[config.mk]
export PLATFORM = sky130hd
export DESIGN_NAME = operand_read_scoreboard_flat
export DESIGN_NICKNAME = d
export VERILOG_FILES = /design/src/rtl/operand_read_scoreboard_pkg.sv /design/src/rtl/operand_read_scoreboard_if.sv /design/src/rtl/operand_read_scoreboard_cnt.sv /design/src/rtl/operand_read_scoreboard.sv /design/src/flat_wrapper.sv
export SDC_FILE = /design/constraint.sdc
export NUM_CORES = 1
export LEC_CHECK = 0
export BUFFER_PORTS_ARGS = -buffer_cell sky130_fd_sc_hd__buf_2
export CORE_ASPECT_RATIO = 0.7
export CORE_MARGIN = 3
export CORE_UTILIZATION = 48
export DETAILED_ROUTE_END_ITERATION = 16
export GPL_TIMING_DRIVEN = 0
export PLACE_DENSITY = 0.77
export SLEW_MARGIN = 15
export SYNTH_ARGS = -nofsm -noshare
export SYNTH_HDL_FRONTEND = slang
export SYNTH_HIERARCHICAL = 1
export SYNTH_SLANG_ARGS = --single-unit
[constraint.sdc]
create_clock -name clock -period 4 [get_ports clock]
set_input_delay 0.2 -clock clock [delete_from_list [all_inputs] [get_ports clock]]
set_output_delay 0.2 -clock clock [all_outputs]
set_load 0.005 [all_outputs]
[src/rtl/operand_read_scoreboard_pkg.sv]
`default_nettype none
// ============================================================================
// Module   : operand_read_scoreboard_pkg
// Brief    : Shared constants and types for the register-read stage and its
//            IDU/EXU neighbours.
// Revision : 1.0 - initial release
// ============================================================================
package operand_read_scoreboard_pkg;

  // Architectural x0: hardwired zero, never tracked, never bypassed.
  localparam int unsigned REG_X0 = 0;

  localparam int unsigned CTRL_WIDTH_DEF = 32;
  localparam int unsigned CNT_WIDTH_DEF  = 2;

  // Largest pending-write count a counter of the given width can hold.
  function automatic int unsigned cnt_max(input int unsigned width);
    return (1 << width) - 1;
  endfunction

  localparam int unsigned CNT_MAX = (1 << CNT_WIDTH_DEF) - 1;

  // Opaque decoded-control bundle passed IDU -> EXU untouched.
  typedef logic [CTRL_WIDTH_DEF-1:0] ctrl_t;

endpackage
`default_nettype wire

[src/rtl/operand_read_scoreboard_if.sv]
`default_nettype none
// ============================================================================
// Module   : operand_read_scoreboard_if
// Brief    : Bus bundle of the register-read stage: IDU issue side, register
//            file read port, writeback snoop, flush and EXU output side.
// Revision : 1.0 - initial release
// ============================================================================
interface operand_read_scoreboard_if #(
  parameter int ADDR_WIDTH = 4,
  parameter int DATA_WIDTH = 32,
  parameter int CTRL_WIDTH = 32
) ();

  // IDU side
  logic                  in_valid;
  logic                  in_ready;
  logic [ADDR_WIDTH-1:0] in_rs1;
  logic [ADDR_WIDTH-1:0] in_rs2;
  logic [ADDR_WIDTH-1:0] in_rd;
  logic                  in_rd_wen;
  logic [CTRL_WIDTH-1:0] in_ctrl;

  // Register file read port
  logic [ADDR_WIDTH-1:0] raddr1;
  logic [ADDR_WIDTH-1:0] raddr2;
  logic [DATA_WIDTH-1:0] rdata1;
  logic [DATA_WIDTH-1:0] rdata2;

  // Writeback snoop
  logic                  wb_valid;
  logic                  wb_wen;
  logic [ADDR_WIDTH-1:0] wb_waddr;
  logic [DATA_WIDTH-1:0] wb_wdata;

  logic                  flush;

  // EXU side
  logic                  out_valid;
  logic                  out_ready;
  logic [DATA_WIDTH-1:0] out_src1;
  logic [DATA_WIDTH-1:0] out_src2;
  logic [ADDR_WIDTH-1:0] out_rd;
  logic                  out_rd_wen;
  logic [CTRL_WIDTH-1:0] out_ctrl;

  modport slave (
    input  in_valid, in_rs1, in_rs2, in_rd, in_rd_wen, in_ctrl,
    output in_ready,
    output raddr1, raddr2,
    input  rdata1, rdata2,
    input  wb_valid, wb_wen, wb_waddr, wb_wdata,
    input  flush,
    output out_valid, out_src1, out_src2, out_rd, out_rd_wen, out_ctrl,
    input  out_ready
  );

  modport master (
    output in_valid, in_rs1, in_rs2, in_rd, in_rd_wen, in_ctrl,
    input  in_ready,
    input  raddr1, raddr2,
    output rdata1, rdata2,
    output wb_valid, wb_wen, wb_waddr, wb_wdata,
    output flush,
    input  out_valid, out_src1, out_src2, out_rd, out_rd_wen, out_ctrl,
    output out_ready
  );

endinterface
`default_nettype wire

[src/rtl/operand_read_scoreboard_cnt.sv]
`default_nettype none
// ============================================================================
// Module   : operand_read_scoreboard_cnt
// Brief    : Per-register pending-write counter array. Each counter moves by
//            +inc -clr -kill in one cycle; x0 is permanently zero.
// Revision : 1.0 - initial release
// ============================================================================
module operand_read_scoreboard_cnt #(
  parameter int ADDR_WIDTH = 4,
  parameter int CNT_WIDTH  = 2
) (
  input  logic                                          clock,
  input  logic                                          reset_n,
  input  logic                                          inc_en,
  input  logic [ADDR_WIDTH-1:0]                         inc_idx,
  input  logic                                          clr_en,
  input  logic [ADDR_WIDTH-1:0]                         clr_idx,
  input  logic                                          kill_en,
  input  logic [ADDR_WIDTH-1:0]                         kill_idx,
  output logic [(1<<ADDR_WIDTH)-1:0][CNT_WIDTH-1:0]     cnt
);

  localparam int NREG = 1 << ADDR_WIDTH;

  assign cnt[0] = '0;

  for (genvar gi = 1; gi < NREG; gi++) begin : g_cnt
    logic                 w_inc;
    logic                 w_clr;
    logic                 w_kill;
    logic [CNT_WIDTH:0]   w_up;
    logic [CNT_WIDTH:0]   w_down;
    logic                 w_under;
    logic [CNT_WIDTH-1:0] w_next;
    logic [CNT_WIDTH-1:0] r_cnt;

    assign w_inc   = inc_en  & (inc_idx  == ADDR_WIDTH'(gi));
    assign w_clr   = clr_en  & (clr_idx  == ADDR_WIDTH'(gi));
    assign w_kill  = kill_en & (kill_idx == ADDR_WIDTH'(gi));
    assign w_up    = (CNT_WIDTH+1)'(r_cnt) + (CNT_WIDTH+1)'(w_inc);
    assign w_down  = (CNT_WIDTH+1)'(w_clr) + (CNT_WIDTH+1)'(w_kill);
    // A decrement below zero is a protocol error; the counter saturates at 0.
    assign w_under = (w_up < w_down);
    assign w_next  = w_under ? '0 : CNT_WIDTH'(w_up - w_down);
    assign cnt[gi] = r_cnt;

    // Pending-write count of register gi.
    always_ff @(posedge clock or negedge reset_n) begin
      if (!reset_n) begin
        r_cnt <= '0;
      end else begin
        r_cnt <= w_next;
      end
    end

    a_no_underflow : assert property (@(posedge clock) disable iff (!reset_n) !w_under);
  end

endmodule
`default_nettype wire

[src/rtl/operand_read_scoreboard.sv]
`default_nettype none
// ============================================================================
// Module   : operand_read_scoreboard
// Brief    : Register-read stage between IDU and EXU. Reads two operands,
//            stalls on pending writes tracked by a counter scoreboard,
//            bypasses a same-cycle writeback, and holds the result in a
//            valid/ready output register.
// Revision : 1.0 - initial release
// ============================================================================
module operand_read_scoreboard
  import operand_read_scoreboard_pkg::*;
#(
  parameter int ADDR_WIDTH = 4,
  parameter int DATA_WIDTH = 32,
  parameter int CTRL_WIDTH = 32,
  parameter int CNT_WIDTH  = 2
) (
  input  logic                      clock,
  input  logic                      reset_n,
  operand_read_scoreboard_if.slave  bus
);

  localparam int                    NREG      = 1 << ADDR_WIDTH;
  localparam logic [CNT_WIDTH-1:0]  C_CNT_MAX = CNT_WIDTH'(cnt_max(CNT_WIDTH));
  localparam logic [ADDR_WIDTH-1:0] C_X0      = ADDR_WIDTH'(REG_X0);

  logic [NREG-1:0][CNT_WIDTH-1:0] w_cnt;
  logic                           w_wb_fire;
  logic                           w_clr1;
  logic                           w_clr2;
  logic                           w_clr_rd;
  logic                           w_hz1;
  logic                           w_hz2;
  logic                           w_dst_stall;
  logic                           w_in_ready;
  logic                           w_fire_in;
  logic                           w_inc;
  logic                           w_kill;
  logic [DATA_WIDTH-1:0]          w_op1;
  logic [DATA_WIDTH-1:0]          w_op2;

  logic                           r_out_valid;
  logic [DATA_WIDTH-1:0]          r_src1;
  logic [DATA_WIDTH-1:0]          r_src2;
  logic [ADDR_WIDTH-1:0]          r_rd;
  logic                           r_rd_wen;
  logic [CTRL_WIDTH-1:0]          r_ctrl;

  assign bus.raddr1 = bus.in_rs1;
  assign bus.raddr2 = bus.in_rs2;

  // A writeback to x0 is architecturally a no-op and never clears anything.
  assign w_wb_fire = bus.wb_valid & bus.wb_wen & (bus.wb_waddr != C_X0);
  assign w_clr1    = w_wb_fire & (bus.wb_waddr == bus.in_rs1);
  assign w_clr2    = w_wb_fire & (bus.wb_waddr == bus.in_rs2);
  assign w_clr_rd  = w_wb_fire & (bus.wb_waddr == bus.in_rd);

  // Effective count (cnt - clr) is non-zero exactly when cnt differs from clr.
  assign w_hz1 = (bus.in_rs1 != C_X0) & (w_cnt[bus.in_rs1] != CNT_WIDTH'(w_clr1));
  assign w_hz2 = (bus.in_rs2 != C_X0) & (w_cnt[bus.in_rs2] != CNT_WIDTH'(w_clr2));

  // A writer retiring this cycle frees the slot a new writer needs.
  assign w_dst_stall = bus.in_rd_wen & (bus.in_rd != C_X0) &
                       (w_cnt[bus.in_rd] == C_CNT_MAX) & ~w_clr_rd;

  assign w_in_ready = ~w_hz1 & ~w_hz2 & ~w_dst_stall & (~r_out_valid | bus.out_ready);
  assign w_fire_in  = bus.in_valid & w_in_ready;
  assign bus.in_ready = w_in_ready;

  // The RF write lands on the same edge we sample, so a matching writeback
  // must come from wb_wdata rather than the stale read data.
  assign w_op1 = (bus.in_rs1 == C_X0) ? '0 : (w_clr1 ? bus.wb_wdata : bus.rdata1);
  assign w_op2 = (bus.in_rs2 == C_X0) ? '0 : (w_clr2 ? bus.wb_wdata : bus.rdata2);

  assign w_inc  = w_fire_in & bus.in_rd_wen & (bus.in_rd != C_X0);
  assign w_kill = bus.flush & r_out_valid & r_rd_wen & (r_rd != C_X0);

  operand_read_scoreboard_cnt #(
    .ADDR_WIDTH (ADDR_WIDTH),
    .CNT_WIDTH  (CNT_WIDTH)
  ) u_cnt (
    .clock    (clock),
    .reset_n  (reset_n),
    .inc_en   (w_inc),
    .inc_idx  (bus.in_rd),
    .clr_en   (w_wb_fire),
    .clr_idx  (bus.wb_waddr),
    .kill_en  (w_kill),
    .kill_idx (r_rd),
    .cnt      (w_cnt)
  );

  // Output pipeline register: load on accept, drop on hand-off or flush.
  always_ff @(posedge clock or negedge reset_n) begin
    if (!reset_n) begin
      r_out_valid <= 1'b0;
      r_src1      <= '0;
      r_src2      <= '0;
      r_rd        <= '0;
      r_rd_wen    <= 1'b0;
      r_ctrl      <= '0;
    end else if (w_fire_in) begin
      r_out_valid <= 1'b1;
      r_src1      <= w_op1;
      r_src2      <= w_op2;
      r_rd        <= bus.in_rd;
      r_rd_wen    <= bus.in_rd_wen;
      r_ctrl      <= bus.in_ctrl;
    end else if (r_out_valid & (bus.out_ready | bus.flush)) begin
      r_out_valid <= 1'b0;
    end
  end

  assign bus.out_valid  = r_out_valid;
  assign bus.out_src1   = r_src1;
  assign bus.out_src2   = r_src2;
  assign bus.out_rd     = r_rd;
  assign bus.out_rd_wen = r_rd_wen;
  assign bus.out_ctrl   = r_ctrl;

endmodule
`default_nettype wire

[src/flat_wrapper.sv]
// flat-port wrapper written by rule: the top's interface ports become plain ports
module operand_read_scoreboard_flat import operand_read_scoreboard_pkg::*;
#(
  parameter int ADDR_WIDTH = 4,
  parameter int DATA_WIDTH = 32,
  parameter int CTRL_WIDTH = 32,
  parameter int CNT_WIDTH  = 2
)
  (clock, reset_n, bus_in_valid, bus_in_rs1, bus_in_rs2, bus_in_rd, bus_in_rd_wen, bus_in_ctrl, bus_in_ready, bus_raddr1, bus_raddr2, bus_rdata1, bus_rdata2, bus_wb_valid, bus_wb_wen, bus_wb_waddr, bus_wb_wdata, bus_flush, bus_out_valid, bus_out_src1, bus_out_src2, bus_out_rd, bus_out_rd_wen, bus_out_ctrl, bus_out_ready);
  operand_read_scoreboard_if #(.ADDR_WIDTH(ADDR_WIDTH), .DATA_WIDTH(DATA_WIDTH), .CTRL_WIDTH(CTRL_WIDTH)) bus_i ();
  input  logic clock;
  input  logic reset_n;
  input wire logic [$bits(bus_i.in_valid)-1:0] bus_in_valid;
  input wire logic [$bits(bus_i.in_rs1)-1:0] bus_in_rs1;
  input wire logic [$bits(bus_i.in_rs2)-1:0] bus_in_rs2;
  input wire logic [$bits(bus_i.in_rd)-1:0] bus_in_rd;
  input wire logic [$bits(bus_i.in_rd_wen)-1:0] bus_in_rd_wen;
  input wire logic [$bits(bus_i.in_ctrl)-1:0] bus_in_ctrl;
  output wire logic [$bits(bus_i.in_ready)-1:0] bus_in_ready;
  output wire logic [$bits(bus_i.raddr1)-1:0] bus_raddr1;
  output wire logic [$bits(bus_i.raddr2)-1:0] bus_raddr2;
  input wire logic [$bits(bus_i.rdata1)-1:0] bus_rdata1;
  input wire logic [$bits(bus_i.rdata2)-1:0] bus_rdata2;
  input wire logic [$bits(bus_i.wb_valid)-1:0] bus_wb_valid;
  input wire logic [$bits(bus_i.wb_wen)-1:0] bus_wb_wen;
  input wire logic [$bits(bus_i.wb_waddr)-1:0] bus_wb_waddr;
  input wire logic [$bits(bus_i.wb_wdata)-1:0] bus_wb_wdata;
  input wire logic [$bits(bus_i.flush)-1:0] bus_flush;
  output wire logic [$bits(bus_i.out_valid)-1:0] bus_out_valid;
  output wire logic [$bits(bus_i.out_src1)-1:0] bus_out_src1;
  output wire logic [$bits(bus_i.out_src2)-1:0] bus_out_src2;
  output wire logic [$bits(bus_i.out_rd)-1:0] bus_out_rd;
  output wire logic [$bits(bus_i.out_rd_wen)-1:0] bus_out_rd_wen;
  output wire logic [$bits(bus_i.out_ctrl)-1:0] bus_out_ctrl;
  input wire logic [$bits(bus_i.out_ready)-1:0] bus_out_ready;
  assign bus_i.in_valid = bus_in_valid;
  assign bus_i.in_rs1 = bus_in_rs1;
  assign bus_i.in_rs2 = bus_in_rs2;
  assign bus_i.in_rd = bus_in_rd;
  assign bus_i.in_rd_wen = bus_in_rd_wen;
  assign bus_i.in_ctrl = bus_in_ctrl;
  assign bus_in_ready = bus_i.in_ready;
  assign bus_raddr1 = bus_i.raddr1;
  assign bus_raddr2 = bus_i.raddr2;
  assign bus_i.rdata1 = bus_rdata1;
  assign bus_i.rdata2 = bus_rdata2;
  assign bus_i.wb_valid = bus_wb_valid;
  assign bus_i.wb_wen = bus_wb_wen;
  assign bus_i.wb_waddr = bus_wb_waddr;
  assign bus_i.wb_wdata = bus_wb_wdata;
  assign bus_i.flush = bus_flush;
  assign bus_out_valid = bus_i.out_valid;
  assign bus_out_src1 = bus_i.out_src1;
  assign bus_out_src2 = bus_i.out_src2;
  assign bus_out_rd = bus_i.out_rd;
  assign bus_out_rd_wen = bus_i.out_rd_wen;
  assign bus_out_ctrl = bus_i.out_ctrl;
  assign bus_i.out_ready = bus_out_ready;
  operand_read_scoreboard #(.ADDR_WIDTH(ADDR_WIDTH), .DATA_WIDTH(DATA_WIDTH), .CTRL_WIDTH(CTRL_WIDTH), .CNT_WIDTH(CNT_WIDTH)) u_core (.clock(clock), .reset_n(reset_n), .bus(bus_i));
endmodule
# After elaboration in Yosys (flattened, before gate mapping)
# Cells that the tools add are included.
dict set report op_classes {
  eq_ne 51
  reduce_logical 8
  bitwise 72
  muxes 27
  add_sub_neg 45
  magnitude_cmp 18
}
# operator n
set ops {}
lappend ops {{$mux W32} 4}
lappend ops {{$eq A4 B4 Y1 const B} 24}
lappend ops {{$and A1 B1 Y1} 65}
lappend ops {{$eq A4 B3 Y1 const B} 12}
lappend ops {{$add A2 B1 Y3} 15}
lappend ops {{$lt A3 B2 Y1} 15}
lappend ops {{$mux W2} 18}
lappend ops {{$add A1 B1 Y2} 15}
lappend ops {{$sub A2 B2 Y2} 15}
lappend ops {{$bmux W2 S4} 3}
lappend ops {{$eq A4 B2 Y1 const B} 6}
lappend ops {{$reduce_bool A4 Y1} 5}
lappend ops {{$lt A4 B5 Y1 const B} 3}
lappend ops {{$eq A4 B1 Y1 const B} 3}
lappend ops {{$eq A4 B4 Y1} 3}
lappend ops {{$logic_not A4 Y1} 2}
lappend ops {{$not A1 Y1} 5}
lappend ops {{$ne A2 B1 Y1} 2}
lappend ops {{$eq A2 B2 Y1 const B} 1}
lappend ops {{$mux W1} 2}
lappend ops {{$or A1 B1 Y1} 2}
lappend ops {{$reduce_bool A2 Y1} 1}
dict set report totals {
  out_inout_bits 111
  register_bits 132
}

# Longest topological paths before layout
dict set report logic_depth {
  depth_word 16
  ltp_mapped 18
  ltp_nobuf 14
}

# Modules after synthesis
# Netlist, hierarchy kept.
# module area_per_inst_um2 instances cells_per_inst
set modules_own_cells {}
lappend modules_own_cells {operand_read_scoreboard 6142.1 1 522}
lappend modules_own_cells {operand_read_scoreboard_cnt 2750.1 1 283}

# Worst setup path before layout
# No wires, ideal clock.
dict set report synth_path {
  kind {register to register}
  from {reg u_core.u_cnt.g_cnt[13].r_cnt[1]}
  to {reg u_core.u_cnt.g_cnt[2].r_cnt[0]}
  n_path_buf 3
  setup_slack_ns 0.111
  arrival_time_ns 3.769
  synth_period_minus_slack_ns 3.889
  t_required_ns 3.880
  path_stages_with_launch 17
  cell_sequence {dfrtp_1 -> mux4_1 -> mux2_2 -> a21oi_2 -> o31ai_1 -> a221oi_2 -> and3_1 -> buf_4 -> buf_12 -> buf_12 -> nor2b_1 -> or3b_1 -> nor2_1 -> ha_1 -> fa_1 -> or3b_1 -> a21oi_1}
}
dict set report synth_via {
  elab_chain_cells 15
}
# element line
set synth_rtl {}
lappend synth_rtl {{from (decl)} operand_read_scoreboard_cnt.sv:35} ;# logic [CNT_WIDTH-1:0] r_cnt;
lappend synth_rtl {{from (signal assigned)} operand_read_scoreboard_cnt.sv:52} ;# r_cnt <= w_next;
lappend synth_rtl {{$bmux W2 S4 (on tied branches)} {operand_read_scoreboard.sv:59, operand_read_scoreboard.sv:60, operand_read_scoreboard.sv:64}}
lappend synth_rtl {{$mux W2 (on tied branches)} {operand_read_scoreboard.sv:59, operand_read_scoreboard.sv:60, operand_read_scoreboard.sv:64}}
lappend synth_rtl {{$ne A2 B1 Y1 (tied with other cells)} operand_read_scoreboard.sv:59} ;# assign w_hz1 = (bus.in_rs1 != C_X0) & (w_cnt[bus.in_rs1] != CNT_WIDTH'(w_clr1));
lappend synth_rtl {{$and A1 B1 Y1 (on tied branches)} {operand_read_scoreboard.sv:59, operand_read_scoreboard.sv:60, operand_read_scoreboard.sv:63}}
lappend synth_rtl {{$not A1 Y1 or $and A1 B1 Y1 (tied branches)} {operand_read_scoreboard.sv:66, operand_read_scoreboard.sv:64}}
lappend synth_rtl {{$and A1 B1 Y1 or $not A1 Y1 (tied branches)} operand_read_scoreboard.sv:66} ;# assign w_in_ready = ~w_hz1 & ~w_hz2 & ~w_dst_stall & (~r_out_valid | bus.out_ready);
lappend synth_rtl {{$and A1 B1 Y1 * (2 in a row)} operand_read_scoreboard.sv:66}
lappend synth_rtl {{$and A1 B1 Y1 *} operand_read_scoreboard.sv:67} ;# assign w_fire_in = bus.in_valid & w_in_ready;
lappend synth_rtl {{$and A1 B1 Y1 * (2 in a row)} operand_read_scoreboard.sv:75} ;# assign w_inc = w_fire_in & bus.in_rd_wen & (bus.in_rd != C_X0);
lappend synth_rtl {{via u_core.w_inc} operand_read_scoreboard.sv:37} ;# logic w_inc;
lappend synth_rtl {{$and A1 B1 Y1 *} operand_read_scoreboard_cnt.sv:37} ;# assign w_inc = inc_en & (inc_idx == ADDR_WIDTH'(gi));
lappend synth_rtl {{$add A2 B1 Y3 *} operand_read_scoreboard_cnt.sv:40} ;# assign w_up = (CNT_WIDTH+1)'(r_cnt) + (CNT_WIDTH+1)'(w_inc);
lappend synth_rtl {{$lt A3 B2 Y1 or $sub A2 B2 Y2 (tied branches)} {operand_read_scoreboard_cnt.sv:43, operand_read_scoreboard_cnt.sv:44}}
lappend synth_rtl {{$mux W2 *} operand_read_scoreboard_cnt.sv:44} ;# assign w_next = w_under ? '0 : CNT_WIDTH'(w_up - w_down);
lappend synth_rtl {{via u_core.u_cnt.g_cnt[2].w_next[0]} operand_read_scoreboard_cnt.sv:34} ;# logic [CNT_WIDTH-1:0] w_next;
lappend synth_rtl {{to (signal assigned)} operand_read_scoreboard_cnt.sv:52}
lappend synth_rtl {{to (decl)} operand_read_scoreboard_cnt.sv:35}
# Mark *: on every way through the listed nets, which the timed path passes. The rest lies on a longest branch. The select of a mux whose other input is x is not followed.
# A chain may end at the register's enable or synchronous reset.

# Final worst setup path
dict set report layout_path {
  from {reg u_core.u_cnt.g_cnt[13].r_cnt[1]}
  to {reg u_core.u_cnt.g_cnt[8].r_cnt[0]}
}
dict set report layout_via {
  elab_chain_cells 15
}
# element line
set layout_rtl {}
lappend layout_rtl {{$bmux W2 S4 (on tied branches)} {operand_read_scoreboard.sv:59, operand_read_scoreboard.sv:60, operand_read_scoreboard.sv:64}}
lappend layout_rtl {{$mux W2 (on tied branches)} {operand_read_scoreboard.sv:59, operand_read_scoreboard.sv:60, operand_read_scoreboard.sv:64}}
lappend layout_rtl {{$ne A2 B1 Y1 (tied with other cells)} operand_read_scoreboard.sv:59}
lappend layout_rtl {{$and A1 B1 Y1 (on tied branches)} {operand_read_scoreboard.sv:59, operand_read_scoreboard.sv:60, operand_read_scoreboard.sv:63}}
lappend layout_rtl {{$not A1 Y1 or $and A1 B1 Y1 (tied branches)} {operand_read_scoreboard.sv:66, operand_read_scoreboard.sv:64}}
lappend layout_rtl {{$and A1 B1 Y1 or $not A1 Y1 (tied branches)} operand_read_scoreboard.sv:66}
lappend layout_rtl {{$and A1 B1 Y1 * (2 in a row)} operand_read_scoreboard.sv:66}
lappend layout_rtl {{$and A1 B1 Y1 *} operand_read_scoreboard.sv:67}
lappend layout_rtl {{$and A1 B1 Y1 * (2 in a row)} operand_read_scoreboard.sv:75}
lappend layout_rtl {{via u_core.w_inc} operand_read_scoreboard.sv:37}
lappend layout_rtl {{$and A1 B1 Y1 *} operand_read_scoreboard_cnt.sv:37}
lappend layout_rtl {{$add A2 B1 Y3 *} operand_read_scoreboard_cnt.sv:40}
lappend layout_rtl {{$lt A3 B2 Y1 or $sub A2 B2 Y2 (tied branches)} {operand_read_scoreboard_cnt.sv:43, operand_read_scoreboard_cnt.sv:44}}
lappend layout_rtl {{$mux W2 *} operand_read_scoreboard_cnt.sv:44}
lappend layout_rtl {{via u_core.u_cnt.g_cnt[8].w_next[0]} operand_read_scoreboard_cnt.sv:34}
lappend layout_rtl {{to (signal assigned)} operand_read_scoreboard_cnt.sv:52}
lappend layout_rtl {{to (decl)} operand_read_scoreboard_cnt.sv:35}
# Marks and branches as above.

==> results.cfg <==
[setup_path]
cp_num_buf_inv = 3
path_cells = nand2_1, mux4_2, o2111ai_2, nand4_1, and3_1, and3_1, buf_4, buf_12, nor2b_4, buf_4, and4bb_2, ha_1, fa_1, or3b_1, a21oi_1
worstSetupPathType = flip-flop to flip-flop
cp_max_fo = 6
required_ns = 4.34
crit_family = simple AND/OR/NAND/NOR gates
r2r_slack_ns = 0.13
cp-start-kind = flip-flop
cpMaxStageDelayCell = fa_1
max_stage_delay_ns = 0.54
end_kind = flip-flop
critPathArrivalTime_ns = 4.21

[yosys]
synth_edf_count = 0
synth-simple-area-share = 0.133
syn-instance-count = 805
yosysUniqueCellTypes = 50
synth_top_cell_by_area = dfrtp_1
synth-compound-area-share = 0.0445
synth_ff_type = dfrtp_1
synth_seq_cells = 132
syn_area_per_cell_um2 = 11.0
synth_top_family_by_area = multiplexers
seq_area_frac_synth = 0.371
async_flop_share = 1.00
synthAdderAreaFrac = 0.118
synth_top_area_share = 0.371
netlist_top_cells_area = dfrtp_1 37%, mux2_4 11%, ha_1 8.4%, mux2i_1 4.7%, mux2_2 4.6%
synthMuxAreaShare = 0.242
yosysWarnings = 6
synthXorXnorAreaFrac = 0.0286
syn_area_mm2 = 0.00889

[sta]
slew_viol_final = 0
final_hold_viol_count = 0
slew_headroom = 0.286
fin_crit_sh = 0.969
period_needed_ns = 3.87
fmax_mhz = 258
tightest_slew_ns = 1.06
rsz0062_at_grt = false
setup_viol = 0
fin_setup_tns_ns = 0
finClkSkew_ns = 0.0119
worst_slack_ns = 0.126
worst_hold_slack_ns = 0.0165

[layout]
drive_gt1_frac = 0.428
fin_cells = 1354
layout_common_cells = 262 x buf_2, 123 x dfrtp_1, 85 x nor2_1
fin_util = 0.644
final_nets = 1337
diodes = 0
area_delta_synth_final_pct = 27.9
final_area_mm2 = 0.0114
final_common_cell = buf_2

[place]
port_buffers = 259
routabilityCongestion = 0.927
hpwl_mm = 19.3
dp_slack_ns = -0.780
place_area_mm2 = 0.0105
place_inst = 1298

[grt]
antenna_found_initial = 0
grt_pass1_wl_mm = 39.3
grt_use_met2 = 0.393
overflow = 0
use_met1 = 0.335
grt_max_degree = 86
grt_pass1_vias = 7248
grtUsageMet3 = 0.0698
top_usage_layer = met2
track_usage = 0.248

[routing]
dr.pass1.iters = 5
ant_nets = 0
first_iter_violations = 690
via_per_inst = 5.41
via_count = 7323
wirelength_mm = 25.7
wl_per_cell_um = 19.0
drc = 0

[floorplanning]
boundaryPins = 263
dieArea_mm2 = 0.0202
die_x_um = 169
rows = 40
die_h_um = 120
coreArea_mm2 = 0.0177
start_util = 0.503

[run_status]
outcome = finished clean

[clock_tree]
clkSinkCount = 132
numCtsBuffers = 17
htreeDepth = 4
cts_root_buffer = clkbuf_16
clk_pin_slew_ns = 0.07
cts_tree = built
clk_latency_ns = 0.41
cts_max_path_buffers = 2

[pwr]
power_leakage_nw = 5.85
ir_drop_uv = 342
total_power_mw = 6.28
p_per_area_mw_per_mm2 = 552

[run]
cap_violations = 0

[worst_hold_path]
min_path_type = input port to flip-flop
[worst paths after layout]
check | startpoint | cells past startpoint | endpoint
worst min register to register | u_core/bus.out_src1[1]$_DFFE_PN0P_ | 1 | u_core/bus.out_src1[1]$_DFFE_PN0P_
max in group asynchronous | reset_n | 3 | u_core/bus.out_src1[5]$_DFFE_PN0P_
min in group asynchronous | reset_n | 2 | u_core/u_cnt/g_cnt[5].r_cnt[1]$_DFF_PN0_
worst max-delay path | u_core/u_cnt/g_cnt[13].r_cnt[1]$_DFF_PN0_ | 15 | u_core/u_cnt/g_cnt[8].r_cnt[0]$_DFF_PN0_
worst min-delay path | bus_in_ctrl[24] | 2 | u_core/bus.out_ctrl[24]$_DFFE_PN0P_
worst max register to register | u_core/u_cnt/g_cnt[13].r_cnt[1]$_DFF_PN0_ | 15 | u_core/u_cnt/g_cnt[8].r_cnt[0]$_DFF_PN0_
[cells by family (layout without fill, tap and decap cells)]
group                      after synthesis  count (layout)
and+or+nand+nor                        246             246
muxes                                  159             159
DFF                                    132             132
buffers and inverters                   96             413
adders and majority gates               75              75
AOI/OAI and AO/OA                       67              67
xor gates and xnor gates                29              29
other                                    1               2
[layout make-up]
cell class / instances / area [µm²]
Clock buffer: 18 / 429
Clock inverter: 14 / 145
Multi-Input combinational cell: 578 / 5100
Fill cell: 1428 / 6300
Sequential cell: 132 / 3310
Tap cell: 231 / 289
Timing Repair Buffer: 286 / 1550
Inverter: 49 / 184
Buffer: 46 / 352
[state kept, by name, summed over array words and instances, names as in the netlist]
register / flops
u_core/bus.out_ctrl: 32
u_core/bus.out_src1: 32
u_core/bus.out_src2: 32
u_core/u_cnt/g_cnt.r_cnt: 30
u_core/bus.out_rd: 4
u_core/bus.out_rd_wen: 1
u_core/bus.out_valid: 1
[where the power goes]
part,switching (mW),internal (mW)
registers,0.463,1.94
clock network,0.651,0.876
logic,0.932,1.42
total,2.05,4.24
[worst register-to-register path: cells and delay by family (launching register included)]
family,cells,cell delay [ns]
flops,1,0.43
buf+inv,3,0.46
fa+ha+maj,2,0.75
mux,1,0.47
simple gates,7,1.35
compound gates,2,0.34
[synthesized netlist by cell type (2+ instances only)]
library cell  number
ha_1              60
nand2_1           80
a211o_1            3
nor4_1             7
mux2_2            36
nor2_1            88
and3_1             3
o21ai_0            2
buf_4             14
buf_12             8
nand3b_1          10
a21oi_1           49
nor3_1            10
a31oi_1            2
xor2_1            27
a311oi_1           2
and4b_1            2
dfrtp_1          132
mux2_4            68
buf_1              3
mux2i_1           42
or3b_1            18
fa_1              15
nor2b_1            5
nand3_1            9
mux4_1             3
mux4_2            10
inv_1             49
nand2b_1           6
and4_1             2
clkbuf_1          17
xnor2_1            2
buf_2              4
[per-layer routing]
metal  part of all wire  vias up
li1                   -     3372
met1               0.43     3552
met2               0.46      353
met3              0.086       46
met4              0.019        0
met5                  0        -
[what timing repair did]
item	4_1_cts	5_1_grt
hold endpoints to repair	56	0
buffers inserted	7	8
gates cloned	0	0
pin swaps	4	3
hold buffers	10	0
resized for setup	17	14
setup endpoints to repair	30	21
Power figures use the tool's default switching activity.
